<file path="src/rtl/xgriscv_mem_arbiter.sv">
// Two-port (fetch/data) arbiter in front of a single shared memory port.
// Round-robin between ports on contention, with a per-access wait timeout.
module xgriscv_mem_arbiter #(
  parameter int unsigned ADDR_W  = 32,
  parameter int unsigned XLEN    = 32,
  parameter int unsigned TIMEOUT = 255
) (
  input  logic              clk,
  input  logic              reset,
  // instruction-fetch port
  input  logic              ireq,
  input  logic [ADDR_W-1:0] iaddr,
  output logic              ivalid,
  output logic [XLEN-1:0]   irdata,
  // data port
  input  logic              dreq,
  input  logic              dwe,
  input  logic [ADDR_W-1:0] daddr,
  input  logic [XLEN-1:0]   dwdata,
  input  logic [3:0]        damp,
  output logic              dvalid,
  output logic [XLEN-1:0]   drdata,
  output logic              err,
  // shared memory port
  output logic              mreq,
  output logic              mwe,
  output logic [ADDR_W-1:0] maddr,
  output logic [XLEN-1:0]   mwdata,
  output logic [3:0]        mamp,
  input  logic              mready,
  input  logic [XLEN-1:0]   mrdata
);

  localparam int unsigned     CNT_W    = 8;
  // Abort is decided in the TIMEOUT-th waiting cycle, so mreq stays up TIMEOUT cycles.
  localparam logic [CNT_W-1:0] CNT_LAST = CNT_W'(TIMEOUT - 1);

  typedef enum logic [1:0] {
    IDLE   = 2'd0,
    BUSY_I = 2'd1,
    BUSY_D = 2'd2
  } state_t;

  state_t           state;
  state_t           state_n;
  logic             last;      // 1 = data port was served most recently
  logic [CNT_W-1:0] wait_cnt;
  logic             ireq_act;
  logic             dreq_act;
  logic             grant_i;
  logic             grant_d;
  logic             done;
  logic             abort;

  // A port whose completion is being reported this cycle does not compete.
  assign ireq_act = ireq & ~ivalid;
  assign dreq_act = dreq & ~dvalid;

  // State register.
  always_ff @(posedge clk) begin
    if (reset) state <= IDLE;
    else       state <= state_n;
  end

  // Arbitration and access-termination decode.
  always_comb begin
    state_n = state;
    grant_i = 1'b0;
    grant_d = 1'b0;
    done    = 1'b0;
    abort   = 1'b0;
    case (state)
      IDLE: begin
        if (ireq_act && (!dreq_act || last)) begin
          grant_i = 1'b1;
          state_n = BUSY_I;
        end else if (dreq_act) begin
          grant_d = 1'b1;
          state_n = BUSY_D;
        end
      end
      BUSY_I, BUSY_D: begin
        if (mready) begin
          done    = 1'b1;
          state_n = IDLE;
        end else if (wait_cnt == CNT_LAST) begin
          abort   = 1'b1;
          state_n = IDLE;
        end
      end
      default: state_n = IDLE;
    endcase
  end

  // Request latching, memory port drive, wait counter and completion reporting.
  always_ff @(posedge clk) begin
    if (reset) begin
      mreq     <= 1'b0;
      mwe      <= 1'b0;
      maddr    <= '0;
      mwdata   <= '0;
      mamp     <= 4'b0000;
      ivalid   <= 1'b0;
      dvalid   <= 1'b0;
      err      <= 1'b0;
      irdata   <= '0;
      drdata   <= '0;
      wait_cnt <= '0;
      last     <= 1'b1;
    end else begin
      ivalid <= 1'b0;
      dvalid <= 1'b0;
      err    <= 1'b0;
      if (grant_i) begin
        mreq     <= 1'b1;
        mwe      <= 1'b0;
        maddr    <= iaddr;
        mwdata   <= '0;
        mamp     <= 4'b1111;
        wait_cnt <= '0;
      end else if (grant_d) begin
        mreq     <= 1'b1;
        mwe      <= dwe;
        maddr    <= daddr;
        mwdata   <= dwdata;
        mamp     <= damp;
        wait_cnt <= '0;
      end else if (done) begin
        mreq <= 1'b0;
        last <= (state == BUSY_D);
        if (state == BUSY_D) begin
          dvalid <= 1'b1;
          if (!mwe) drdata <= mrdata;
        end else begin
          ivalid <= 1'b1;
          irdata <= mrdata;
        end
      end else if (abort) begin
        mreq <= 1'b0;
        err  <= 1'b1;
        last <= (state == BUSY_D);
        if (state == BUSY_D) dvalid <= 1'b1;
        else                 ivalid <= 1'b1;
      end else if (state != IDLE) begin
        wait_cnt <= wait_cnt + CNT_W'(1);
      end
    end
  end

endmodule

</file>
<file path="config.mk">
export PLATFORM = sky130hd
export DESIGN_NAME = xgriscv_mem_arbiter
export DESIGN_NICKNAME = d
export VERILOG_FILES = /design/src/rtl/xgriscv_mem_arbiter.sv
export SDC_FILE = /design/constraint.sdc
export NUM_CORES = 1
export LEC_CHECK = 0
export ABC_CLOCK_PERIOD_IN_PS = 5700
export BUFFER_PORTS_ARGS = -buffer_cell sky130_fd_sc_hd__buf_4
export CAP_MARGIN = 20
export CORE_UTILIZATION = 40
export CTS_CLUSTER_DIAMETER = 150
export DETAILED_ROUTE_END_ITERATION = 6
export PLACE_DENSITY_LB_ADDON = 0.15
export SYNTH_ARGS = -nofsm -noshare
export SYNTH_HDL_FRONTEND = slang
export SYNTH_SLANG_ARGS = --single-unit
</file>
<file path="constraint.sdc">
create_clock -name clk -period 5.7 [get_ports clk]
set_input_delay 0.57 -clock clk [delete_from_list [all_inputs] [get_ports clk]]
set_output_delay 0.57 -clock clk [all_outputs]
set_load 0.05 [all_outputs]
</file>
==> metrics <==
maxcap violations 0; number of cells upsized or downsized after cts 0; clock tree root buffer cell clkbuf_16; Syn-to-layout area delta 48.68%; worst slew margin relative to its limit 35.80%; count of nets after finishing 1061; hold-fix buffers at CTS 0; synthesis warning total 0; final routed DRC violation total 0; final worst path period need 2320 ps; met1 GRT Util 25.88%; routed length per instance 15.03 um; clock tree from TritonCTS yes; Final Routed Wirelength 16680 um; layout cell share with drive strength beyond 1 34.09%; clock latency at the later pin of the worst-skew pair 410 ps; largest net degree at the start of global routing 102; standard-cell rows 43; cells taking the most area after synthesis dfxtp_1 (52%), nand2_1 (16%), mux2i_1 (11%); Port Buffers 274; Worst Reg-to-Reg Cells 6; Worst Path Max Fanout 23; CP Launch Type flop; FMAX 431.1 MHz; worst slack on hold paths 405.5 ps; setup fix buffers added after clock tree synthesis 0; vias in the first global route 5258; per-instance average area after synthesis 8.620 um^2; maximum VDD drop 191.7 uV; number of setup violations in the final report 0; number of distinct library cells after synthesis 42; die width 121.9 um; count of final hold-check violations 0; slew of the pin with the lowest slew margin 963.1 ps; cell area after synthesis 5749 um^2; run status complete, no violations; Antenna Violating Nets Remaining 0; I/O pin count 275; total number of clock tree sinks 148; Clock H-tree levels 4; GRT Total Usage 21.99%; placed wire-length estimate after detailed placement 11870 um; diode count 0; GR met2 Demand/Resource 36.05%; top library cells by usage in the layout, fill and taps aside buf_4 (279), nand2_1 (239), dfxtp_1 (148), mux2i_1 (65), a21oi_1 (40); Slew Viols, Final 0; Hold Path Stages 3; core footprint 13930 um^2; static leakage 3.894 nW; GRT busiest layer met2; post-synthesis instance total 667; data required time at the worst endpoint 5990 ps; total gr overflow 0; post-detailed-route via-to-cell ratio 4.977; biggest area consumer among synthesized cells dfxtp_1; CP endpoint kind flop; predominant post-synthesis flop cell dfxtp_1; total via count in the routed design 5525; CTS Buf Count 17; unrepaired setup endpoints after global routing false; DRC violation total after the first TritonRoute iteration 346; sequential element share of the synthesized area 51.53%; net count of the mapped netlist 809; cell area after layout 8548 um^2; internal power component 0.002076 W; type of the tightest min-delay check in2reg; Die Span Y 121.9 um; Psw 0.0008661 W; ys async rst share 0%; first-pass GRT wire length 25610 um; commonest non-fill, non-tap cell in the layout buf_4; maximum clock skew at final layout 8.702 ps; met3 usage in global routing 7.069%; area of placed instances 7888 um^2; die area 14860 um^2; GP Congestion 0.8079; EDFF count, synth 0; count of state elements after synthesis 148; Sw Ratio 29.44%; final-layout setup total negative slack 0 ps; signal arrival time at the worst endpoint 2610 ps; part of the power in combinational logic 22.1%; clock transition time at the flip-flop clock pins of the worst setup and hold paths 60 ps; fraction of post-synthesis cell area in the top cell type by area 51.53%; sequential group share of total power 38.8%; Power Dens Cells 344.2 nW/um^2; number of antenna violations at the first check in global routing 0; Setup CP Type reg2reg; period utilization 40.70%; initial cell density of the core 41.26%; drt first pass iters 6; maximum count of clock buffers along a single path 2; portion of total power attributed to the clock network 39.1%
[power groups by stage]
| stage | clock network [W] | logic, W | registers, W |
|---|---|---|---|
| after CTS | 0.00118 | 0.000648 | 0.00114 |
| after detailed placement | 0 | 0.000648 | 0.00116 |
| after global placement | 0 | 0.000638 | 0.00116 |
| final | 0.00115 | 0.000650 | 0.00114 |
| after global routing | 0.00123 | 0.000689 | 0.00115 |
| after floorplan | 0 | 0.000198 | 0.00138 |
[cell type report]
| type | instances | area, um^2 |
|---|---|---|
| fill | 1211 | 5386 |
| sequential | 148 | 2963 |
| multi-input combinational | 465 | 2582 |
| timing repair buffer | 281 | 2142 |
| clock buffer | 27 | 523.0 |
| tap | 180 | 225.2 |
| clock inverter | 3 | 90.09 |
| inverter | 6 | 22.52 |
[worst max-delay path, stage by stage, from the launching register on]
cell	delay [ps]
dfxtp_1	330
inv_1	60
ha_1	300
o21a_1	200
or4b_2	890
buf_12	270
mux2i_1	130
[worst paths after layout]
check / startpoint / to / slack, ps
max: state[0] / drdata[8] / 3380
min: dwdata[1] / mwdata[1] / 410
min reg2reg: mwdata[5] / mwdata[5] / 450
max reg2reg: state[0] / drdata[8] / 3380
[metal layers]
metal / wire length (um) / vias up / part of all wire [%]
met4: 400 / 0 / 2.4
met2: 8050 / 230 / 48
met5: 0 / - / 0
met3: 1389 / 31 / 8.3
met1: 6841 / 2520 / 41
li1: - / 2744 / -
[synth_stat cells (all sizes together), types with 2 or more instances]
library cell and number:
a21oi 40, a311oi 31, a31oi 4, buf 11
clkbuf 37, dfxtp 148, ha 4, inv 6
mux2i 65, nand2 239, nand2b 2, nand3 5
nand4 2, nor2 36, nor2b 2, o21ai 7
o31ai 2, o32ai 2, or2 2, or3 4
[logic make-up (layout without fill, tap and decap cells)]
logic type	count (synthesis)	count (layout)	share of synthesized area, %
mux	65	65	11.32
compound gates	94	94	10.97
xor+xnor	2	2	0.3047
buf+inv	54	317	4.069
flops	148	148	51.53
simple gates	300	300	20.94
fa+ha+maj	4	4	0.8705
[through the flow]
step | utilization (%) | setup slack (ps) | power (W) | cells
2_1_floorplan | - | 3675 | 0.001574 | 667
3_3_place_gp | 56.60 | 2957 | 0.001796 | 1078
3_5_place_dp | 56.60 | 2829 | 0.001809 | 1078
4_1_cts | 61.00 | 3019 | 0.002966 | 1108
5_1_grt | 61.35 | 3250 | 0.003066 | 1110
6_report | 61.35 | 3380 | 0.002942 | 1110
[sequential cells by signal, indices dropped and copies added (netlist names)]
signal / count
drdata: 32
dvalid: 1
err: 1
irdata: 32
ivalid: 1
last: 1
maddr: 32
mamp: 4
mreq: 1
mwdata: 32
mwe: 1
state: 2
wait_cnt: 8
Note: power is estimated with default switching activity, not from simulation.
